`config.mk`:
```
export PLATFORM = sky130hd
export DESIGN_NAME = ifid_skid_stage
export DESIGN_NICKNAME = d
export VERILOG_FILES = /design/src/rtl/ifid_skid_stage.sv
export SDC_FILE = /design/constraint.sdc
export NUM_CORES = 1
export LEC_CHECK = 0
export ABC_AREA = 1
export ABC_CLOCK_PERIOD_IN_PS = 3600
export BUFFER_PORTS_ARGS = -buffer_cell sky130_fd_sc_hd__buf_2
export CAP_MARGIN = 20
export CORE_UTILIZATION = 45
export DETAILED_ROUTE_END_ITERATION = 10
export GPL_TIMING_DRIVEN = 0
export PLACE_DENSITY = 0.68
export REMOVE_ABC_BUFFERS = 1
export SYNTH_ARGS = -nofsm -noshare
export SYNTH_HDL_FRONTEND = slang
export SYNTH_SLANG_ARGS = --single-unit
export TNS_END_PERCENT = 1
```
`constraint.sdc`:
```
create_clock -name clk -period 3.6 [get_ports clk]
set_clock_uncertainty 0.15 [all_clocks]
set_input_delay 0.72 -clock clk [delete_from_list [all_inputs] [get_ports clk]]
set_output_delay 0.72 -clock clk [all_outputs]
set_load 0.01 [all_outputs]
```
`src/rtl/ifid_skid_stage.sv`:
```
// ifid_skid_stage: IF/ID pipeline register with valid/ready handshake and a one-deep skid entry.
// Define STAGE_PERF_CNT_EN to add saturating stall/flush counters.
module ifid_skid_stage #(
   parameter int                 PC_W      = 32,
   parameter int                 INSTR_W   = 32,
   parameter logic [INSTR_W-1:0] NOP_INSTR = 32'h0000_0013,
   parameter int                 CNT_W     = 16
) (
   input  logic               clk,
   input  logic               rst,
   input  logic               flush,
   input  logic               in_valid,
   output logic               in_ready,
   input  logic [PC_W-1:0]    in_pc,
   input  logic [INSTR_W-1:0] in_instr,
   output logic               out_valid,
   input  logic               out_ready,
   output logic [PC_W-1:0]    out_pc,
   output logic [INSTR_W-1:0] out_instr
`ifdef STAGE_PERF_CNT_EN
   ,
   output logic [CNT_W-1:0]   stall_cnt,
   output logic [CNT_W-1:0]   flush_cnt
`endif
);
   logic               main_valid_q, main_valid_d, skid_valid_q, skid_valid_d, in_ready_q;
   logic [PC_W-1:0]    main_pc_q, main_pc_d, skid_pc_q, skid_pc_d;
   logic [INSTR_W-1:0] main_instr_q, main_instr_d, skid_instr_q, skid_instr_d;
   logic               accept, deliver;

   assign accept  = in_valid & in_ready_q;
   assign deliver = main_valid_q & out_ready;

   always_comb begin
      main_valid_d = main_valid_q;
      main_pc_d    = main_pc_q;
      main_instr_d = main_instr_q;
      skid_valid_d = skid_valid_q;
      skid_pc_d    = skid_pc_q;
      skid_instr_d = skid_instr_q;
      if (flush) begin
         main_valid_d = 1'b0;
         main_pc_d    = '0;
         main_instr_d = NOP_INSTR;
         skid_valid_d = 1'b0;
      end else if (skid_valid_q) begin
         if (deliver) begin
            main_pc_d    = skid_pc_q;
            main_instr_d = skid_instr_q;
            skid_valid_d = 1'b0;
         end
      end else if (accept && (deliver || !main_valid_q)) begin
         main_valid_d = 1'b1;
         main_pc_d    = in_pc;
         main_instr_d = in_instr;
      end else if (accept) begin
         skid_valid_d = 1'b1;
         skid_pc_d    = in_pc;
         skid_instr_d = in_instr;
      end else if (deliver) begin
         // draining to empty: never leave a stale instruction on the decode side
         main_valid_d = 1'b0;
         main_pc_d    = '0;
         main_instr_d = NOP_INSTR;
      end
   end

   always_ff @(posedge clk) begin
      if (rst) begin
         main_valid_q <= 1'b0;
         main_pc_q    <= '0;
         main_instr_q <= NOP_INSTR;
         skid_valid_q <= 1'b0;
         skid_pc_q    <= '0;
         skid_instr_q <= NOP_INSTR;
         in_ready_q   <= 1'b1;
      end else begin
         main_valid_q <= main_valid_d;
         main_pc_q    <= main_pc_d;
         main_instr_q <= main_instr_d;
         skid_valid_q <= skid_valid_d;
         skid_pc_q    <= skid_pc_d;
         skid_instr_q <= skid_instr_d;
         in_ready_q   <= ~skid_valid_d;
      end
   end

   assign in_ready  = in_ready_q;
   assign out_valid = main_valid_q;
   assign out_pc    = main_pc_q;
   assign out_instr = main_instr_q;

`ifdef STAGE_PERF_CNT_EN
   logic [CNT_W-1:0] stall_cnt_q, flush_cnt_q;

   always_ff @(posedge clk) begin
      if (rst) begin
         stall_cnt_q <= '0;
         flush_cnt_q <= '0;
      end else begin
         if (main_valid_q && !out_ready && !(&stall_cnt_q)) stall_cnt_q <= stall_cnt_q + 1'b1;
         if (flush && (main_valid_q || skid_valid_q) && !(&flush_cnt_q)) flush_cnt_q <= flush_cnt_q + 1'b1;
      end
   end

   assign stall_cnt = stall_cnt_q;
   assign flush_cnt = flush_cnt_q;
`else
   if (CNT_W < 1) begin : g_bad_cnt_w
      $error("CNT_W must be at least 1");
   end
`endif
endmodule
```
==> impl_summary.log, run 1 <==
INFO  metric post_synth_inst_count = 873
INFO  metric avgSynthCellArea = 6.76 um2
INFO  metric cts.clk_slew.worst_paths = 0.05 ns
INFO  metric slowest_delay = 0.60 ns
INFO  metric detailed_place_hpwl = 9.07 mm
INFO  metric synth.distinct_cells = 20
INFO  metric grt_max_degree = 50
INFO  metric peak_supply_drop = 0.000271 V
INFO  metric cts_buffers = 17
INFO  metric worst_setup_path_startpoint = out_ready
INFO  metric synth_sequential_area_ratio = 44.4%
INFO  metric netlist.top_cell.by_area = sky130_fd_sc_hd__dfxtp_1
INFO  metric final-setup-viol-count = 0
INFO  metric grt_usage = 23.6%
INFO  metric initial_core_utilization = 46.4%
INFO  metric clock_tree.root_cell = sky130_fd_sc_hd__clkbuf_16
INFO  metric totalPowerFinal = 3.49 mW
INFO  metric combinational_family_with_the_most_area_after_synthesis = simple AND/OR/NAND/NOR gates
INFO  metric drt_wl_total = 15.3 mm
INFO  metric ys_warn_count = 0
INFO  metric routed-via-count = 5643
INFO  metric worst_path_max_delay_cell = sky130_fd_sc_hd__inv_4
INFO  metric power.density_cell_area = 489 nW/um2
INFO  metric antenna_cells = 0
INFO  metric relSlewSlack = 38.4%
INFO  metric clock_tree.buffer_depth = 2
INFO  metric drive_above_1_share = 18.7%
INFO  metric ant_nets = 0
INFO  metric max-cap-violations = 0
INFO  metric route.detailed.wl_per_inst = 13.3 um
INFO  metric first_global_vias = 5082
INFO  metric drc = 0
INFO  metric kind_of_launch_point_of_the_worst_setup_path = input port
INFO  metric grt_first_pass_wirelength = 24.8 mm
INFO  metric die_w = 117 um
INFO  metric dpl_cell_area = 6600 um2
INFO  metric cp.required = 3.80 ns
INFO  metric pin_count = 135
INFO  metric cell_types_with_the_largest_area_share_after_synthesis = sky130_fd_sc_hd__dfxtp_1, sky130_fd_sc_hd__nand2_1, sky130_fd_sc_hd__nor2_1
INFO  metric drt_first_pass_iters = 5
INFO  metric gr-total-overflow = 0
INFO  metric post_synth_fa_ha_maj_area_fraction = 0%
INFO  metric worst_hold_path_type = flip-flop to flip-flop
INFO  metric timing.critical_path.arrival = 3.27 ns
INFO  metric hold_viol_final = 0
INFO  metric flow.area_growth_from_synthesis = 20.8%
INFO  metric measured_slew_at_the_worst_slew_check_pin = 0.920 ns
INFO  metric grt_setup_unrepaired = no
INFO  metric core_region_area = 12700 um2
INFO  metric gp_congestion = 0.708
INFO  metric synth-xor-area-share = 0%
INFO  metric finish.net_count = 1037
INFO  metric leading_cell_type_in_the_layout_fill_and_taps_excluded = sky130_fd_sc_hd__nand2_1
INFO  metric worstReg2RegEnd = out_pc[5]
INFO  metric initial_antenna_violation_count = 0
INFO  metric layout.cells.most_common_list = sky130_fd_sc_hd__nand2_1, sky130_fd_sc_hd__nor2_1, sky130_fd_sc_hd__buf_2
INFO  metric finalWorstPathRequiredPeriod = 3.07 ns
INFO  metric clock_sink_count = 131
INFO  metric synth.mux.area_fraction = 0%
INFO  metric synth_simple_gate_area_share = 40.4%
INFO  metric path_cells = buf_2 -> inv_2 -> nand2_2 -> nand2_2 -> nand2_2 -> inv_4 -> nor2_1 -> nor2_1
INFO  metric fmaxAchievable = 326 MHz
INFO  metric synth_compound_area_share = 7.84%
INFO  metric pre_cts_slack = -0.216 ns
INFO  metric clock_h_tree_levels = 4
INFO  metric final_design_area_no_fill = 7130 um2
INFO  metric outcome = finished clean
INFO  metric worstReg2RegStart = out_valid
INFO  metric register_to_register_setup_slack = 0.56 ns
INFO  metric chipHeight = 117 um
INFO  metric tritoncts_clock_tree = done
INFO  metric mappedNetlistArea = 5900 um2
INFO  metric critical_path_sink_type = flip-flop
INFO  metric max_slew_violation_count = 0
INFO  metric cell_type_with_the_highest_occurrence_count_on_the_critical_path = sky130_fd_sc_hd__nand2_2
INFO  metric layout_setup_ws = 0.528 ns
INFO  metric cts_hold_buffers = 0
INFO  metric synth_top_area_share = 44.4%
INFO  metric crit_path_max_fanout = 49
INFO  metric yosys_register_bits = 131
INFO  metric avgViaCountPerCell = 4.89
INFO  metric worst_skew_pair.late_latency = 0.41 ns
INFO  metric floorplan.rows = 41
INFO  metric worstSetupEndpoint = out_pc[5]
INFO  metric finalSetupTns = 0 ns
INFO  metric final.period_utilization = 85.3%
INFO  metric io_buffers = 134
INFO  metric design.die.area = 13600 um2
INFO  metric worst_r2r_path_depth = 6
INFO  metric timing_worst_setup_path_type = input port to flip-flop
INFO  metric drt_iter0_markers = 398
INFO  metric power_leakage = 3.27 nW
## where the power goes
| group | total, mW | internal, mW | switching [mW] |
|---|---|---|---|
| Clock | 1.54 | 0.946 | 0.598 |
| Combinational | 0.423 | 0.162 | 0.261 |
| Sequential | 1.52 | 1.50 | 0.0247 |
| Total | 3.49 | 2.60 | 0.884 |
## through the flow
step | instances | hold slack, ns | utilization, %
2_1_floorplan | 808 | 0.284 | -
3_3_place_gp | 1114 | 0.297 | 50.6
3_5_place_dp | 1121 | 0.305 | 51.9
4_1_cts | 1153 | 0.315 | 56.0
5_1_grt | 1153 | 0.331 | 56.0
6_report | 1153 | 0.313 | 56.0
## flip-flops by register name, indices dropped and copies added (netlist names)
register	count
out_valid	1
out_pc	32
skid_instr_q	32
skid_pc_q	32
skid_valid_q	1
out_instr	32
in_ready	1
## kinds of logic after synthesis
family / count (synthesis)
AND/OR/NAND/NOR: 562
flip-flops: 131
AO/OA/AOI/OAI: 92
buffers and inverters: 88
## cells in the mapped netlist (all sizes together)
master / n
a21boi: 1
nand2: 306
inv: 23
dfxtp: 131
nand3b: 51
nand4: 10
clkbuf: 25
a21oi: 44
nor2: 171
or2: 3
o21ai: 47
buf: 40
nand3: 21
## metal layers
layer,up-vias,track usage (%),part of all wire [%]
met3,17,6.90,5.2
li1,2939,-,-
met4,0,7.59,1.3
met2,124,38.8,46
met5,-,0,0
met1,2563,29.6,47
## worst max-delay path, delay by kind of cell
family,cells,cell delay (ns)
AND/OR/NAND/NOR,5,1.75
buffers and inverters,3,0.77
## area by class of cell
cell class,count,area [um2]
Multi-Input combinational cell,654,2860
Tap cell,172,215
Timing Repair Buffer,141,813
Fill cell,1331,5590
Inverter,23,88.8
Clock buffer,27,503
Clock inverter,5,25.0
Sequential cell,131,2620
## worst min-delay path by stage
| stage | cells past startpoint | from | slack [ns] | end |
|---|---|---|---|---|
| after CTS | 2 | skid_pc_q[9] | 0.31 | skid_pc_q[9] |
| after global placement | 2 | skid_instr_q[4] | 0.30 | skid_instr_q[4] |
| after global routing | 2 | skid_pc_q[30] | 0.33 | skid_pc_q[30] |
| after floorplan | 2 | skid_instr_q[0] | 0.28 | skid_instr_q[0] |
| after detailed placement | 2 | skid_pc_q[23] | 0.31 | skid_pc_q[23] |
| final | 2 | skid_pc_q[9] | 0.31 | skid_pc_q[9] |
## timing repair
| item | in CTS | in global routing |
|---|---|---|
| setup buffers | 0 | 0 |
| endpoints found under the hold margin | 0 | 0 |
| setup endpoints to repair | 0 | 24 |
| resized for setup | 0 | 2 |
Note: power is estimated with default switching activity, not from simulation.
==> run 2, diff against run 1 <==
--- a/config.mk
+++ b/config.mk
@@ -6,13 +6,13 @@
 export NUM_CORES = 1
 export LEC_CHECK = 0
 export ABC_AREA = 1
-export ABC_CLOCK_PERIOD_IN_PS = 3600
+export ABC_CLOCK_PERIOD_IN_PS = 2600
 export BUFFER_PORTS_ARGS = -buffer_cell sky130_fd_sc_hd__buf_2
 export CAP_MARGIN = 20
 export CORE_UTILIZATION = 45
 export DETAILED_ROUTE_END_ITERATION = 10
 export GPL_TIMING_DRIVEN = 0
-export PLACE_DENSITY = 0.68
+export PLACE_DENSITY = 0.71
 export REMOVE_ABC_BUFFERS = 1
 export SYNTH_ARGS = -nofsm -noshare
 export SYNTH_HDL_FRONTEND = slang
==> constraint.sdc (replaced) <==
create_clock -name clk -period 2.6 [get_ports clk]
set_clock_uncertainty 0.15 [all_clocks]
set_input_delay 0.52 -clock clk [delete_from_list [all_inputs] [get_ports clk]]
set_output_delay 0.52 -clock clk [all_outputs]
set_load 0.01 [all_outputs]
==> impl_summary.log, run 2 (synthesis gave the netlist of run 1 again) <==
INFO  metric ant_nets = 0
INFO  metric design.die.area = 13600 um2
INFO  metric max-cap-violations = 0
INFO  metric final-setup-viol-count = 0
INFO  metric outcome = finished clean
INFO  metric worst_hold_path_type = input port to flip-flop
INFO  metric chipHeight = 117 um
INFO  metric hold-path-cell-count = 3
INFO  metric crit_path_max_fanout = 49
INFO  metric hold_viol_final = 0
INFO  metric min_to = skid_instr_q[4]
INFO  metric fmaxAchievable = 406 MHz
INFO  metric cp.required = 2.75 ns
INFO  metric pre_cts_slack = -1.33 ns
INFO  metric final.period_utilization = 94.8%
INFO  metric die_w = 117 um
INFO  metric pin_count = 135
INFO  metric grt_first_pass_wirelength = 24.9 mm
INFO  metric io_buffers = 134
INFO  metric clock_h_tree_levels = 4
INFO  metric detailed_place_hpwl = 9.14 mm
INFO  metric critical_path_sink_type = flip-flop
INFO  metric timing.critical_path.arrival = 2.62 ns
INFO  metric layout_setup_ws = 0.134 ns
INFO  metric final_design_area_no_fill = 7230 um2
INFO  metric routed-via-count = 5684
INFO  metric gr-total-overflow = 0
INFO  metric drt_wl_total = 15.4 mm
INFO  metric route.detailed.wl_per_inst = 13.3 um
INFO  metric timing_worst_setup_path_type = flip-flop to flip-flop
INFO  metric layout.cells.most_common_list = sky130_fd_sc_hd__nand2_1, sky130_fd_sc_hd__nor2_1, sky130_fd_sc_hd__buf_2
INFO  metric post-route-util = 56.8%
INFO  metric peak_supply_drop = 0.000524 V
INFO  metric cts_buffers = 17
INFO  metric power_leakage = 3.29 nW
INFO  metric grt_max_degree = 50
INFO  metric clock_sink_count = 131
INFO  metric kind_of_launch_point_of_the_worst_setup_path = flip-flop
INFO  metric cts_hold_buffers = 0
INFO  metric drt_iter0_markers = 349
INFO  metric worst_r2r_path_depth = 8
INFO  metric flow.area_growth_from_synthesis = 22.5%
INFO  metric worstReg2RegStart = skid_valid_q
INFO  metric finish.net_count = 1038
INFO  metric worst_skew_pair.late_latency = 0.42 ns
INFO  metric leading_cell_type_in_the_layout_fill_and_taps_excluded = sky130_fd_sc_hd__nand2_1
INFO  metric finalWorstPathRequiredPeriod = 2.47 ns
INFO  metric grt_usage = 23.7%
INFO  metric core_region_area = 12700 um2
INFO  metric initial_antenna_violation_count = 1
INFO  metric worstReg2RegEnd = out_instr[21]
INFO  metric register_to_register_setup_slack = 0.13 ns
INFO  metric clock_tree.root_cell = sky130_fd_sc_hd__clkbuf_16
INFO  metric max_slew_violation_count = 0
INFO  metric drt_first_pass_iters = 5
INFO  metric drive_above_1_share = 18.9%
INFO  metric dpl_cell_area = 6610 um2
INFO  metric clock_tree.buffer_depth = 2
INFO  metric cts.clk_slew.worst_paths = 0.05 ns
INFO  metric floorplan.rows = 41
INFO  metric power.density_cell_area = 678 nW/um2
INFO  metric gp_congestion = 0.712
INFO  metric measured_slew_at_the_worst_slew_check_pin = 0.952 ns
INFO  metric initial_core_utilization = 46.4%
INFO  metric relSlewSlack = 36.5%
INFO  metric avgViaCountPerCell = 4.94
INFO  metric first_global_vias = 5201
INFO  metric post_cts_setup_buffer_count = 0
INFO  metric grt_setup_unrepaired = yes
INFO  metric drc = 0
INFO  metric hold_path.startpoint = in_instr[4]
INFO  metric fillerInstances = 1281
INFO  metric tritoncts_clock_tree = done
run 2: cell types whose count changed in the layout (fill, tap and decap cells not counted), sizes merged:
| cell | before | now |
|---|---|---|
| bufinv | 0 | 2 |
| clkinv | 5 | 7 |
| diode | 0 | 1 |
| inv | 23 | 22 |
| clkbuf | 27 | 20 |
| nor2 | 171 | 172 |
run 2: where the power goes:
| part | switching, mW | internal [mW] | total, mW |
|---|---|---|---|
| Clock | 0.821 | 1.37 | 2.20 |
| Sequential | 0.0387 | 2.07 | 2.11 |
| Combinational | 0.369 | 0.232 | 0.601 |
| Total | 1.23 | 3.68 | 4.91 |
run 2: layout make-up:
| cell class | instances | area [um2] | share of cell area (%) |
|---|---|---|---|
| flip-flops and latches | 131 | 2630 | 36.3 |
| inverters | 23 | 104 | 1.44 |
| repair buffers | 141 | 826 | 11.4 |
| diodes | 1 | 2.50 | 0.0346 |
| clock inverters | 8 | 90.1 | 1.25 |
| clock buffers | 20 | 437 | 6.04 |
| multi-input cells | 655 | 2930 | 40.5 |
| well taps | 172 | 215 | 2.98 |
run 2: worst max-delay path, cell delays in order (launching register included):
cell and delay (ns):
sky130_fd_sc_hd__dfxtp_4 0.48, sky130_fd_sc_hd__buf_12 0.24, sky130_fd_sc_hd__nor2_8 0.31, sky130_fd_sc_hd__nand2_8 0.21, sky130_fd_sc_hd__buf_12 0.24, sky130_fd_sc_hd__nand2_8 0.19
sky130_fd_sc_hd__clkinv_8 0.25, sky130_fd_sc_hd__nor2_1 0.19, sky130_fd_sc_hd__nor2_1 0.06
run 2: worst max-delay path by stage:
stage / start / to / slack (ns) / cells after the start
after floorplan: skid_valid_q / skid_instr_q[2] / -1.25 / 5
after global placement: skid_valid_q / skid_pc_q[27] / -3.59 / 5
after detailed placement: out_ready / out_pc[11] / -1.33 / 9
after CTS: skid_valid_q / out_instr[5] / 0.04 / 8
after global routing: skid_valid_q / out_instr[21] / -0.01 / 8
final: skid_valid_q / out_instr[21] / 0.13 / 8
run 2: timing repair:
| action | in CTS | in global routing |
|---|---|---|
| resized for setup | 10 | 7 |
| setup endpoints to repair | 128 | 90 |
| cloned | 1 | 0 |
| pin swaps | 1 | 1 |
run 2: metrics by stage:
stage	TNS (ns)	hold slack [ns]	cells	power (mW)
3_3_place_gp	-420.88	0.299	1114	2.71
5_1_grt	-0.0480	0.175	1151	5.12
6_report	0	0.175	1151	4.91
3_5_place_dp	-115.00	0.299	1121	2.74
2_1_floorplan	-133.62	0.284	808	2.49
4_1_cts	0	0.160	1150	4.94
run 2: routing by layer:
metal | GRT usage, % | routed length [um] | up-vias
met5 | 0 | 0 | -
met4 | 7.09 | 181 | 0
met3 | 6.69 | 1050 | 20
met2 | 40.5 | 7160 | 170
met1 | 28.9 | 6960 | 2545
li1 | - | - | 2949
==> run 3, diff against run 2 <==
--- a/config.mk
+++ b/config.mk
@@ -5,14 +5,13 @@
 export SDC_FILE = /design/constraint.sdc
 export NUM_CORES = 1
 export LEC_CHECK = 0
-export ABC_AREA = 1
 export ABC_CLOCK_PERIOD_IN_PS = 2600
 export BUFFER_PORTS_ARGS = -buffer_cell sky130_fd_sc_hd__buf_2
 export CAP_MARGIN = 20
 export CORE_UTILIZATION = 45
 export DETAILED_ROUTE_END_ITERATION = 10
 export GPL_TIMING_DRIVEN = 0
-export PLACE_DENSITY = 0.71
+export PLACE_DENSITY = 0.72
 export REMOVE_ABC_BUFFERS = 1
 export SYNTH_ARGS = -nofsm -noshare
 export SYNTH_HDL_FRONTEND = slang
==> impl_summary.log, run 3 <==
INFO  metric antenna_cells = 0
INFO  metric clock_tree.buffer_depth = 2
INFO  metric grt_usage = 24.8%
INFO  metric ant_nets = 0
INFO  metric max-cap-violations = 0
INFO  metric synth_sequential_area_ratio = 47.6%
INFO  metric cts_buffers = 17
INFO  metric routed-via-count = 5375
INFO  metric finalSetupTns = 0 ns
INFO  metric drt_iter0_markers = 491
INFO  metric yosys-top-cells-count = sky130_fd_sc_hd__dfxtp_1, sky130_fd_sc_hd__nand3_1, sky130_fd_sc_hd__a21oi_1, sky130_fd_sc_hd__a211oi_1, sky130_fd_sc_hd__nor3_1
INFO  metric final-setup-viol-count = 0
INFO  metric cp.required = 2.77 ns
INFO  metric timing.critical_path.arrival = 2.58 ns
INFO  metric cts.clk_slew.worst_paths = 0.06 ns
INFO  metric finish.net_count = 772
INFO  metric yosys_register_bits = 131
INFO  metric outcome = finished clean
INFO  metric grt_first_pass_wirelength = 25.1 mm
INFO  metric cell_types_with_the_largest_area_share_after_synthesis = sky130_fd_sc_hd__dfxtp_1, sky130_fd_sc_hd__a211oi_1, sky130_fd_sc_hd__a32oi_1
INFO  metric drt_wl_total = 15.4 mm
INFO  metric final.period_utilization = 92.9%
INFO  metric critical_path_sink_type = flip-flop
INFO  metric post_cts_setup_buffer_count = 0
INFO  metric clock_sink_count = 131
INFO  metric hold_viol_final = 0
INFO  metric worst_hold_path_type = input port to flip-flop
INFO  metric number_of_enable_type_register_cells_in_the_synthesized_netlist = 0
INFO  metric io_buffers = 134
INFO  metric first_global_vias = 5186
INFO  metric totalPowerFinal = 5.11 mW
INFO  metric peak_supply_drop = 0.000397 V
INFO  metric die_w = 113 um
INFO  metric synth_top_area_share = 47.6%
INFO  metric avgSynthCellArea = 8.95 um2
INFO  metric drive_above_1_share = 26.0%
INFO  metric design.die.area = 12700 um2
INFO  metric leading_cell_type_in_the_layout_fill_and_taps_excluded = sky130_fd_sc_hd__buf_2
INFO  metric register_to_register_setup_slack = 0.18 ns
INFO  metric finalWorstPathRequiredPeriod = 2.42 ns
INFO  metric highest-signal-layer = met4
INFO  metric drt-met1-wl = 6.55 mm
INFO  metric synth.distinct_cells = 34
INFO  metric relSlewSlack = 36.7%
INFO  metric async_reset_ff_share = 0%
INFO  metric route.detailed.wl_per_inst = 17.9 um
INFO  metric power_leakage = 2.57 nW
INFO  metric crit_path_max_fanout = 37
INFO  metric initial_core_utilization = 46.0%
INFO  metric measured_slew_at_the_worst_slew_check_pin = 0.950 ns
INFO  metric gp_congestion = 0.721
INFO  metric avgViaCountPerCell = 6.24
INFO  metric worst_skew_pair.late_latency = 0.41 ns
INFO  metric synth_most_common_cell = sky130_fd_sc_hd__dfxtp_1
INFO  metric met3RoutedLength = 1.05 mm
INFO  metric mappedNetlistArea = 5510 um2
INFO  metric tritoncts_clock_tree = done
INFO  metric max_slew_violation_count = 0
INFO  metric synth_top_flop_cell = sky130_fd_sc_hd__dfxtp_1
INFO  metric kind_of_launch_point_of_the_worst_setup_path = flip-flop
INFO  metric layout.cells.most_common_list = sky130_fd_sc_hd__buf_2, sky130_fd_sc_hd__dfxtp_1, sky130_fd_sc_hd__nand3_1
INFO  metric ys_warn_count = 0
INFO  metric post_synth_inst_count = 615
INFO  metric initial_antenna_violation_count = 0
INFO  metric clock_tree.root_cell = sky130_fd_sc_hd__clkbuf_16
INFO  metric timing_worst_setup_path_type = flip-flop to flip-flop
INFO  metric netlist.top_cell.by_area = sky130_fd_sc_hd__dfxtp_1
INFO  metric grt_max_degree = 68
INFO  metric detailed_place_hpwl = 9.45 mm
INFO  metric grt_setup_unrepaired = no
INFO  metric clock_h_tree_levels = 4
INFO  metric power.density_cell_area = 743 nW/um2
INFO  metric met2_length = 7.60 mm
INFO  metric chipHeight = 113 um
INFO  metric drc = 0
INFO  metric gr-total-overflow = 0
INFO  metric core_region_area = 12000 um2
INFO  metric pin_count = 135
INFO  metric drt_first_pass_iters = 5
INFO  metric floorplan.rows = 40
INFO  metric fmaxAchievable = 414 MHz
INFO  metric flow.area_growth_from_synthesis = 24.9%
-- run 3: layer usage --
metal  vias to the layer above  GRT usage (%)
li1                       2551              -
met1                      2578           29.3
met2                       220           42.4
met3                        26           6.80
met4                         0           10.1
met5                         -              0
-- run 3: area by class of cell --
cell class                 count  area, um2
sequential                   131       2630
tap                          147        184
clock buffer                  28        527
multi-input combinational    401       2460
fill                        1101       5080
inverter                       3       11.3
timing repair buffer         149        978
clock inverter                 3       90.1
-- run 3: worst paths after layout --
kind                              startpoint       endpoint  cells past startpoint
worst max-delay path            skid_valid_q     out_pc[29]                      5
worst min-delay path               in_pc[31]  skid_pc_q[31]                      3
worst max register to register  skid_valid_q     out_pc[29]                      5
worst min register to register  skid_pc_q[2]   skid_pc_q[2]                      2
-- run 3: what timing repair did --
action	4_1_cts	5_1_grt
endpoints found under the setup margin	10	47
cloned	1	0
pin swaps	0	0
gates resized for setup	0	1
hold buffers	0	0
-- run 3: cells by family (layout without fill, tap and decap cells) --
group / count (synthesis) / count (layout) / share of synthesized area (%)
flops: 131 / 131 / 47.6
simple gates: 144 / 145 / 13.7
buf+inv: 84 / 183 / 8.11
compound gates: 256 / 256 / 30.5
-- run 3: power breakdown --
part	internal, mW	total, mW	switching [mW]
Sequential	2.07	2.10	0.0315
Combinational	0.206	0.529	0.323
Clock	1.66	2.49	0.829
-- run 3: worst max-delay path, stage by stage, from the launching register on --
cell	delay (ns)
sky130_fd_sc_hd__dfxtp_4	0.60
sky130_fd_sc_hd__buf_12	0.26
sky130_fd_sc_hd__nand4bb_1	0.24
sky130_fd_sc_hd__nand2_2	0.45
sky130_fd_sc_hd__buf_12	0.36
sky130_fd_sc_hd__a211oi_1	0.25
-- run 3: metrics by stage --
stage / util (%) / instances / setup slack (ns) / hold WS, ns / instance area (um2)
after floorplan: - / 534 / -1.49 / 0.286 / 5070
after global placement: 49.5 / 815 / -2.91 / 0.296 / 5920
after detailed placement: 52.0 / 829 / -0.0778 / 0.312 / 6220
after CTS: 57.3 / 861 / 0.00174 / 0.197 / 6850
after global routing: 57.5 / 862 / 0.0384 / 0.207 / 6880
final: 57.5 / 862 / 0.184 / 0.214 / 6880
